===== config.mk =====
export PLATFORM = sky130hd
export DESIGN_NAME = instr_fetch_unit
export DESIGN_NICKNAME = d
export VERILOG_FILES = /design/src/rtl/fetch_pkg.sv /design/src/rtl/fetch_fifo.sv /design/src/rtl/instr_fetch_unit.sv
export SDC_FILE = /design/constraint.sdc
export NUM_CORES = 1
export LEC_CHECK = 0
export CAP_MARGIN = 20
export CORE_ASPECT_RATIO = 1.2
export CORE_MARGIN = 3
export CORE_UTILIZATION = 45
export DETAILED_ROUTE_END_ITERATION = 7
export PLACE_DENSITY_LB_ADDON = 0.25
export SETUP_SLACK_MARGIN = 0.4
export SYNTH_ARGS = -nofsm -noshare
export SYNTH_HDL_FRONTEND = slang
export SYNTH_SLANG_ARGS = --single-unit

===== constraint.sdc =====
create_clock -name clk -period 5.5 [get_ports clk]
set_input_delay 0.825 -clock clk [delete_from_list [all_inputs] [get_ports clk]]
set_output_delay 0.825 -clock clk [all_outputs]
set_load 0.05 [all_outputs]

===== src/rtl/fetch_pkg.sv =====
// Shared types and constants for the instruction fetch unit and its buffer.
// A fetch entry pairs an instruction word with the byte address it came from.
package fetch_pkg;

    localparam logic [31:0] RESET_PC_DEFAULT = 32'h0000_0000;
    localparam int          INSTR_BYTES      = 4;

    typedef struct packed {
        logic [31:0] pc;
        logic [31:0] instr;
    } fetch_entry_t;

endpackage


===== src/rtl/fetch_fifo.sv =====
// Small synchronous FIFO of fetch entries with a flush input.
// The head entry reads as zero whenever the buffer is empty.
module fetch_fifo
    import fetch_pkg::*;
#(
    parameter int DEPTH = 2
) (
    input  logic                     clk,
    input  logic                     reset,
    input  logic                     push_i,
    input  logic                     pop_i,
    input  logic                     flush_i,
    input  fetch_entry_t             din_i,
    output fetch_entry_t             head_o,
    output logic [$clog2(DEPTH):0]   count_o
);

    localparam int PW = $clog2(DEPTH);
    localparam int CW = PW + 1;

    fetch_entry_t    mem_q [DEPTH];
    logic [PW-1:0]   wr_q, wr_d;
    logic [PW-1:0]   rd_q, rd_d;
    logic [CW-1:0]   cnt_q, cnt_d;

    // Flush wins over push and pop; pointers wrap naturally because DEPTH is a power of two.
    always_comb begin
        wr_d  = wr_q;
        rd_d  = rd_q;
        cnt_d = cnt_q;
        if (flush_i) begin
            wr_d  = '0;
            rd_d  = '0;
            cnt_d = '0;
        end else begin
            if (push_i) wr_d = wr_q + PW'(1);
            if (pop_i)  rd_d = rd_q + PW'(1);
            case ({push_i, pop_i})
                2'b10:   cnt_d = cnt_q + CW'(1);
                2'b01:   cnt_d = cnt_q - CW'(1);
                default: cnt_d = cnt_q;
            endcase
        end
    end

    always_ff @(posedge clk or posedge reset) begin
        if (reset) begin
            wr_q  <= '0;
            rd_q  <= '0;
            cnt_q <= '0;
            for (int i = 0; i < DEPTH; i++) mem_q[i] <= '0;
        end else begin
            wr_q  <= wr_d;
            rd_q  <= rd_d;
            cnt_q <= cnt_d;
            if (push_i && !flush_i) mem_q[wr_q] <= din_i;
        end
    end

    assign head_o  = (cnt_q != '0) ? mem_q[rd_q] : '0;
    assign count_o = cnt_q;

endmodule


===== src/rtl/instr_fetch_unit.sv =====
// PC sequencer feeding an asynchronous-read instruction memory into a small fetch buffer.
// Redirects flush the buffer; a misaligned redirect target raises a sticky fault that halts fetching.
module instr_fetch_unit
    import fetch_pkg::*;
#(
    parameter logic [31:0] RESET_PC   = RESET_PC_DEFAULT,
    parameter int          FIFO_DEPTH = 2
) (
    input  logic        clk,
    input  logic        reset,
    output logic [31:0] imem_addr,
    input  logic [31:0] imem_instr,
    input  logic        redirect_valid,
    input  logic [31:0] redirect_pc,
    output logic        if_valid,
    input  logic        if_ready,
    output logic [31:0] if_instr,
    output logic [31:0] if_pc,
    output logic        fetch_fault,
    output logic [31:0] fetch_count
);

    localparam int CW = $clog2(FIFO_DEPTH) + 1;

    logic [31:0]  pc_q, pc_d;
    logic         fault_q, fault_d;
    logic [31:0]  count_q, count_d;
    logic [CW-1:0] fifoCount;
    logic         doPush;
    logic         doPop;
    fetch_entry_t headEntry;
    fetch_entry_t newEntry;

    // A redirect discards the head, so it never counts as accepted in that cycle.
    assign doPop    = if_valid & if_ready & ~redirect_valid;
    assign doPush   = ~fault_q & ~redirect_valid & ((fifoCount < CW'(FIFO_DEPTH)) | doPop);
    assign newEntry = '{pc: pc_q, instr: imem_instr};

    always_comb begin
        pc_d    = pc_q;
        fault_d = fault_q;
        count_d = count_q;
        if (redirect_valid) begin
            pc_d    = redirect_pc & ~32'(INSTR_BYTES - 1);
            fault_d = |redirect_pc[1:0];
        end else if (doPush) begin
            pc_d    = pc_q + 32'(INSTR_BYTES);
            count_d = count_q + 32'd1;
        end
    end

    always_ff @(posedge clk or posedge reset) begin
        if (reset) begin
            pc_q    <= RESET_PC;
            fault_q <= 1'b0;
            count_q <= '0;
        end else begin
            pc_q    <= pc_d;
            fault_q <= fault_d;
            count_q <= count_d;
        end
    end

    fetch_fifo #(
        .DEPTH (FIFO_DEPTH)
    ) u_fifo (
        .clk     (clk),
        .reset   (reset),
        .push_i  (doPush),
        .pop_i   (doPop),
        .flush_i (redirect_valid),
        .din_i   (newEntry),
        .head_o  (headEntry),
        .count_o (fifoCount)
    );

    assign imem_addr   = pc_q;
    assign if_valid    = (fifoCount != '0);
    assign if_instr    = headEntry.instr;
    assign if_pc       = headEntry.pc;
    assign fetch_fault = fault_q;
    assign fetch_count = count_q;

endmodule

==> Word-level counts from Yosys, hierarchy flattened <==
Cells that the tools add are included.
{ "word_totals": {"ff_bits": 197, "latch_bits": 0, "mem_bits_rw": 0, "rom_bits": 0, "output_inout_bits": 130, "elab_cells": 55, "memories": 0} }
{ "op_classes": {"addsub": 6, "mul": 0, "div": 0, "order_cmp": 4, "eq_ne": 2, "shifts": 0, "muxes": 15, "bitwise_logic": 9, "n_reduce_logical": 9} }
{ "op_table": {"columns": ["op", "n"], "rows": [
  ["64-bit 2-to-1 mux", 5],
  ["128-bit bitwise mux", 1],
  ["64-bit demux with 1-bit select", 1],
  ["32-bit 2-to-1 mux", 2],
  ["32-bit by 1-bit adder with 32-bit output (second input constant)", 1],
  ["32-bit by 3-bit adder with 32-bit output (second input constant)", 1],
  ["2-bit nonzero test", 3],
  ["1-bit bitwise AND", 4],
  ["2-bit greater-or-equal comparator (second input constant)", 2],
  ["1-bit 2-to-1 mux", 4],
  ["1-bit NOT with 2-bit output", 2],
  ["2-bit one-hot mux with 2 select lines", 1],
  ["3-bit nonzero test", 1],
  ["1-bit adder (second input constant)", 2],
  ["2-bit by 1-bit adder with 2-bit output (second input constant)", 1],
  ["2-bit by 1-bit == test with 1-bit output (second input constant)", 1],
  ["2-bit == test (second input constant)", 1],
  ["1-bit logical AND", 2],
  ["2-bit by 1-bit less-than comparator with 1-bit output (second input constant)", 1],
  ["2-bit less-than comparator (second input constant)", 1],
  ["2-bit 2-to-1 mux", 1],
  ["1-bit NOT", 2],
  ["2-bit AND reduction", 1],
  ["2-bit OR reduction", 1],
  ["3 further kinds", 3]
]} }

==> Logic depth before layout (Yosys ltp) <==
{ "logic_depth": {"ltp_word": 8, "depth_mapped": 8} }

==> Modules after synthesis <==
Synthesis repeated with hierarchy kept, for this count alone.
{ "hier_totals": {"cells_unflattened": 750, "area_unflattened_um2": 9354.0} }
{ "modules_own_cells": {"columns": ["mod", "instances", "cells_per_inst", "area_per_inst_um2", "seq_area_each_um2"], "rows": [
  ["fetch_fifo", 1, 431, 6224.7, 3303.2],
  ["instr_fetch_unit", 1, 319, 3129.3, 1576.5]
]} }

==> Least setup slack after synthesis <==
OpenSTA, ideal clock, no wires.
{ "synth_path": {"path_type": "register to output", "startpoint": "register u_fifo.rd_q", "endpoint": "output if_instr[11]", "t_arrival_ns": 1.870, "required_ns": 4.675, "setup_slack_ns": 2.805, "path_stages_with_launch": 5, "path_buffers": 2, "path_cell_list": "dfrtp_1 > clkbuf_1 > buf_1 > mux2i_1 > nor2_1"} }
{ "synth_via": {"elab_chain_len": 5} }
{ "synth_lines": {"columns": ["item", "line_no", "rtl"], "rows": [
  ["from (decl)", "fetch_fifo.sv:23", "logic [PW-1:0] rd_q, rd_d;"],
  ["from (signal assigned)", "fetch_fifo.sv:54", "rd_q <= rd_d;"],
  ["1-bit NOT with 2-bit output (not written as such)", "fetch_fifo.sv:60", "assign head_o = (cnt_q != '0) ? mem_q[rd_q] : '0;"],
  ["64-bit 2-to-1 mux (not written as such) (3 in a row)", "fetch_fifo.sv:60", null],
  ["64-bit 2-to-1 mux", "fetch_fifo.sv:60", null],
  ["to (decl)", "instr_fetch_unit.sv:17", "output logic [31:0] if_instr,"]
]} }
No other way between the ends. The select of a mux whose other input is x is not followed.

==> Worst setup path in the final report <==
{ "layout_path": {"startpoint": "register u_fifo.rd_q", "endpoint": "output if_pc[9]"} }
{ "layout_via": {"elab_chain_len": 5} }
{ "layout_lines": {"columns": ["item", "line_no", "rtl"], "rows": [
  ["1-bit NOT with 2-bit output (not written as such)", "fetch_fifo.sv:60", null],
  ["64-bit 2-to-1 mux (not written as such) (3 in a row)", "fetch_fifo.sv:60", null],
  ["64-bit 2-to-1 mux", "fetch_fifo.sv:60", null],
  ["to (decl)", "instr_fetch_unit.sv:18", "output logic [31:0] if_pc,"]
]} }
No other way between the ends. The select of a mux whose other input is x is not followed.

==> run_summary.xml <==
<?xml version="1.0" encoding="UTF-8"?>
<metrics>
  <group name="worst_hold_path">
    <metric name="timing.hold.worst.class" unit="">register to register</metric>
  </group>
  <group name="power_and_ir_drop">
    <metric name="p_per_area" unit="nW/um^2">376</metric>
    <metric name="p_leak" unit="nW">4.89</metric>
    <metric name="vdd_ir_drop_max" unit="uV">202</metric>
    <metric name="combPwrFrac" unit="%">25.7</metric>
    <metric name="switchingPower" unit="mW">1.42</metric>
    <metric name="power.share.sequential" unit="%">45.6</metric>
    <metric name="int_pwr" unit="mW">3.02</metric>
    <metric name="p_clk_share" unit="%">28.7</metric>
    <metric name="swShare" unit="%">32.0</metric>
  </group>
  <group name="yosys">
    <metric name="postSynth.topFlopCell" unit="">sky130_fd_sc_hd__dfrtp_1</metric>
    <metric name="synthesis.instances" unit="">770</metric>
    <metric name="synthMostInstantiatedCell" unit="">sky130_fd_sc_hd__dfrtp_1</metric>
    <metric name="yosys-top-cells-count" unit="">sky130_fd_sc_hd__dfrtp_1, sky130_fd_sc_hd__mux2_2, sky130_fd_sc_hd__nor2_1, sky130_fd_sc_hd__mux2i_1, sky130_fd_sc_hd__nand2_1</metric>
    <metric name="ys_seq_elements" unit="">191</metric>
    <metric name="synth_top_area_share" unit="%">53.0</metric>
    <metric name="syn-mean-instance-area" unit="sq um">11.7</metric>
    <metric name="post_synth_top_area_cell" unit="">sky130_fd_sc_hd__dfrtp_1</metric>
    <metric name="async_flop_share" unit="%">100</metric>
    <metric name="synth_top_cells_by_area" unit="">sky130_fd_sc_hd__dfrtp_1, sky130_fd_sc_hd__mux2_2, sky130_fd_sc_hd__mux2i_1, sky130_fd_sc_hd__nor2_1, sky130_fd_sc_hd__xnor2_1</metric>
    <metric name="seq_area_frac_synth" unit="%">53.0</metric>
    <metric name="synthesis.yosys.warnings" unit="">0</metric>
    <metric name="synth_cell_types" unit="">51</metric>
    <metric name="synth_enable_flop_cells" unit="">0</metric>
    <metric name="synthesis.area" unit="sq um">9020</metric>
  </group>
  <group name="clocking">
    <metric name="clockRootBuffer" unit="">sky130_fd_sc_hd__clkbuf_16</metric>
    <metric name="latest_clock_arrival_within_the_worst_skew_pair" unit="ps">430</metric>
    <metric name="cts_tree" unit="">done</metric>
    <metric name="cts_setup_buffers" unit="">0</metric>
    <metric name="clkSlewWorstSetupHoldPaths" unit="ps">70</metric>
    <metric name="cts.hold.buffers_added" unit="">0</metric>
    <metric name="cts.sinks" unit="">191</metric>
    <metric name="ctsLongestPathBuffers" unit="">2</metric>
    <metric name="tritoncts_buffers" unit="">17</metric>
    <metric name="post_cts_resize_count" unit="">0</metric>
    <metric name="h_tree_level_count" unit="">4</metric>
  </group>
  <group name="layout">
    <metric name="diodes" unit="">0</metric>
    <metric name="final_net_count" unit="">1019</metric>
    <metric name="final_cell_count_no_fill" unit="">1223</metric>
    <metric name="layout-drive-gt1-share" unit="%">18.3</metric>
    <metric name="synthToLayoutAreaGrowth" unit="%">30.8</metric>
    <metric name="nFillCells" unit="">1663</metric>
  </group>
  <group name="timing">
    <metric name="finalSetupViolations" unit="">0</metric>
    <metric name="report.final.slew_viol_count" unit="">0</metric>
    <metric name="max_clk_rate" unit="MHz">265</metric>
    <metric name="clock_skew" unit="ps">7.57</metric>
    <metric name="setup_total_negative_slack" unit="ps">0</metric>
    <metric name="tightest_slew" unit="ps">981</metric>
    <metric name="report.final.hold_viol_count" unit="">0</metric>
    <metric name="hold-worst-slack" unit="ps">472</metric>
    <metric name="layout_worst_path_cycle_share" unit="%">68.6</metric>
    <metric name="rsz_0062_raised_after_global_routing" unit="">false</metric>
    <metric name="post-route-min-period" unit="ps">3770</metric>
    <metric name="max_slew_margin" unit="%">34.6</metric>
  </group>
  <group name="floorplan">
    <metric name="dieArea" unit="sq um">21800</metric>
    <metric name="top_level_i_o_count" unit="">198</metric>
    <metric name="placementRows" unit="">56</metric>
    <metric name="core_region_area" unit="sq um">19600</metric>
    <metric name="die-height" unit="um">161</metric>
    <metric name="initial_utilization" unit="%">46.0</metric>
    <metric name="die_width" unit="um">135</metric>
  </group>
  <group name="setup_path">
    <metric name="crit_path_end_kind" unit="">primary output</metric>
    <metric name="crit_chain" unit="">buf_4 &gt; mux2i_1 &gt; nor2_1 &gt; clkdlybuf4s50_1</metric>
    <metric name="timing.critical_path.fanout_max" unit="">50</metric>
    <metric name="worst-setup-path-type" unit="">register to primary output</metric>
    <metric name="startpoint_type" unit="">register</metric>
    <metric name="worstPathArrival" unit="ps">2950</metric>
    <metric name="critical_path_buf_inv_count" unit="">2</metric>
    <metric name="timing.critical_path.slowest_stage_cell" unit="">sky130_fd_sc_hd__dfrtp_4</metric>
    <metric name="worst_path_largest_cell_delay" unit="ps">1060</metric>
    <metric name="cp_top_family" unit="">buffers and inverters</metric>
    <metric name="required_worst_endpoint" unit="ps">4680</metric>
  </group>
  <group name="flow_run">
    <metric name="cap_viol_max_count" unit="">0</metric>
  </group>
  <group name="grt">
    <metric name="grt_first_pass_wirelength" unit="um">34300</metric>
    <metric name="use_met1" unit="%">25.5</metric>
    <metric name="met3_usage" unit="%">5.45</metric>
    <metric name="gr-max-usage-layer" unit="">met2</metric>
    <metric name="gr-total-overflow" unit="">0</metric>
    <metric name="grt_max_degree" unit="">77</metric>
    <metric name="grt_pass1_vias" unit="">6646</metric>
    <metric name="grt_use_total" unit="%">19.6</metric>
    <metric name="initial_antenna_violation_count" unit="">0</metric>
    <metric name="globalRouteMet2Util" unit="%">32.8</metric>
  </group>
  <group name="routing">
    <metric name="detailedRoute.firstIterationViolations" unit="">319</metric>
    <metric name="antenna_violating_nets_left" unit="">0</metric>
    <metric name="detail_routed_net_length_per_standard_cell" unit="um">17.1</metric>
    <metric name="post-route-drc-count" unit="">0</metric>
    <metric name="first_pass_iters" unit="">4</metric>
    <metric name="drt_wl_total" unit="um">20900</metric>
    <metric name="vias" unit="">6416</metric>
    <metric name="post_drt_via_cell_ratio" unit="">5.25</metric>
  </group>
  <group name="placed_design">
    <metric name="weighted_congestion_reported_at_the_end_of_routability_driven_placement" unit="">0.822</metric>
    <metric name="placed_instances" unit="">1191</metric>
    <metric name="dp_hpwl" unit="um">14200</metric>
    <metric name="place.port_buffers" unit="">193</metric>
  </group>
  <group name="outcome">
    <metric name="run_status" unit="">complete, no violations</metric>
  </group>
</metrics>
-- registers in the layout, summed over array words and instances (netlist names) --
| signal | count |
|---|---|
| fetch_count | 32 |
| fetch_fault | 1 |
| imem_addr | 30 |
| u_fifo.count_o | 2 |
| u_fifo.mem_q | 124 |
| u_fifo.rd_q | 1 |
| u_fifo.wr_q | 1 |
-- power groups by stage --
| stage | Clock [mW] | Combinational, mW | Sequential, mW |
|---|---|---|---|
| after global routing | 1.36 | 1.23 | 2.07 |
| after detailed placement | 0 | 1.15 | 2.05 |
| final | 1.27 | 1.14 | 2.02 |
| after global placement | 0 | 1.13 | 2.04 |
| after floorplan | 0 | 0.714 | 2.10 |
| after CTS | 1.30 | 1.16 | 2.02 |
-- worst reg2reg max path, stage by stage (launching register included) --
cell and delay, ps:
sky130_fd_sc_hd__dfrtp_1 470, sky130_fd_sc_hd__or2_1 380, sky130_fd_sc_hd__nor2_1 390, sky130_fd_sc_hd__nand2_4 570, sky130_fd_sc_hd__mux2_2 600
-- stage by stage --
step	area (sq um)	setup WS (ps)	util (%)	power, mW
2_1_floorplan	9030	2210	-	2.82
6_report	11800	1730	60.1	4.43
3_3_place_gp	11200	2200	57.0	3.16
5_1_grt	11800	1550	60.1	4.66
4_1_cts	11800	1700	60.1	4.48
3_5_place_dp	11200	2170	57.0	3.20
-- per-layer routing --
metal	up-vias	wire length, um
met1	3211	9120
met4	0	265
met3	19	1190
met2	145	10300
li1	3041	-
met5	-	0
-- final timing paths --
check	from	end	slack (ps)	cells past startpoint
setup / recovery	u_fifo.rd_q	if_pc[9]	1730	4
min in group asynchronous	reset	u_fifo.mem_q[109]	920	2
hold / removal	fetch_count[31]	fetch_count[31]	470	1
setup reg to reg	fetch_fault	u_fifo.mem_q[45]	2990	4
max in group asynchronous	reset	u_fifo.mem_q[26]	3680	3
hold reg to reg	fetch_count[31]	fetch_count[31]	470	1
-- cells by family after synthesis --
logic type / after synthesis / share of synthesized area [%]
adder cells (fa/ha/maj): 2 / 0.277
XOR/XNOR: 48 / 4.75
multiplexers: 183 / 22.0
AO/OA/AOI/OAI: 54 / 3.72
buffers and inverters: 55 / 2.76
other: 1 / 0.0416
flip-flops: 191 / 53.0
AND/OR/NAND/NOR: 236 / 13.5
-- cell usage in the layout (no fill, tap or decap), drive strengths merged, types with 21 or more instances in the layout --
cell type      netlist  final
nand2               55     55
xnor2               27     27
clkdlybuf4s50        0    192
nor2                86     86
nand3               21     21
o21ai               29     29
mux2               120    120
xor2                21     21
mux2i               63     63
dfrtp              191    191
-- area by class of cell --
type | count | area, sq um | share of cell area (%)
tap | 261 | 327 | 2.77
clock inverter | 14 | 174 | 1.47
inverter | 13 | 52.6 | 0.446
clock buffer | 18 | 439 | 3.72
sequential | 191 | 4780 | 40.6
multi-input combinational | 527 | 4020 | 34.1
timing repair buffer | 199 | 2000 | 16.9
(Power assumes the default switching activity.)
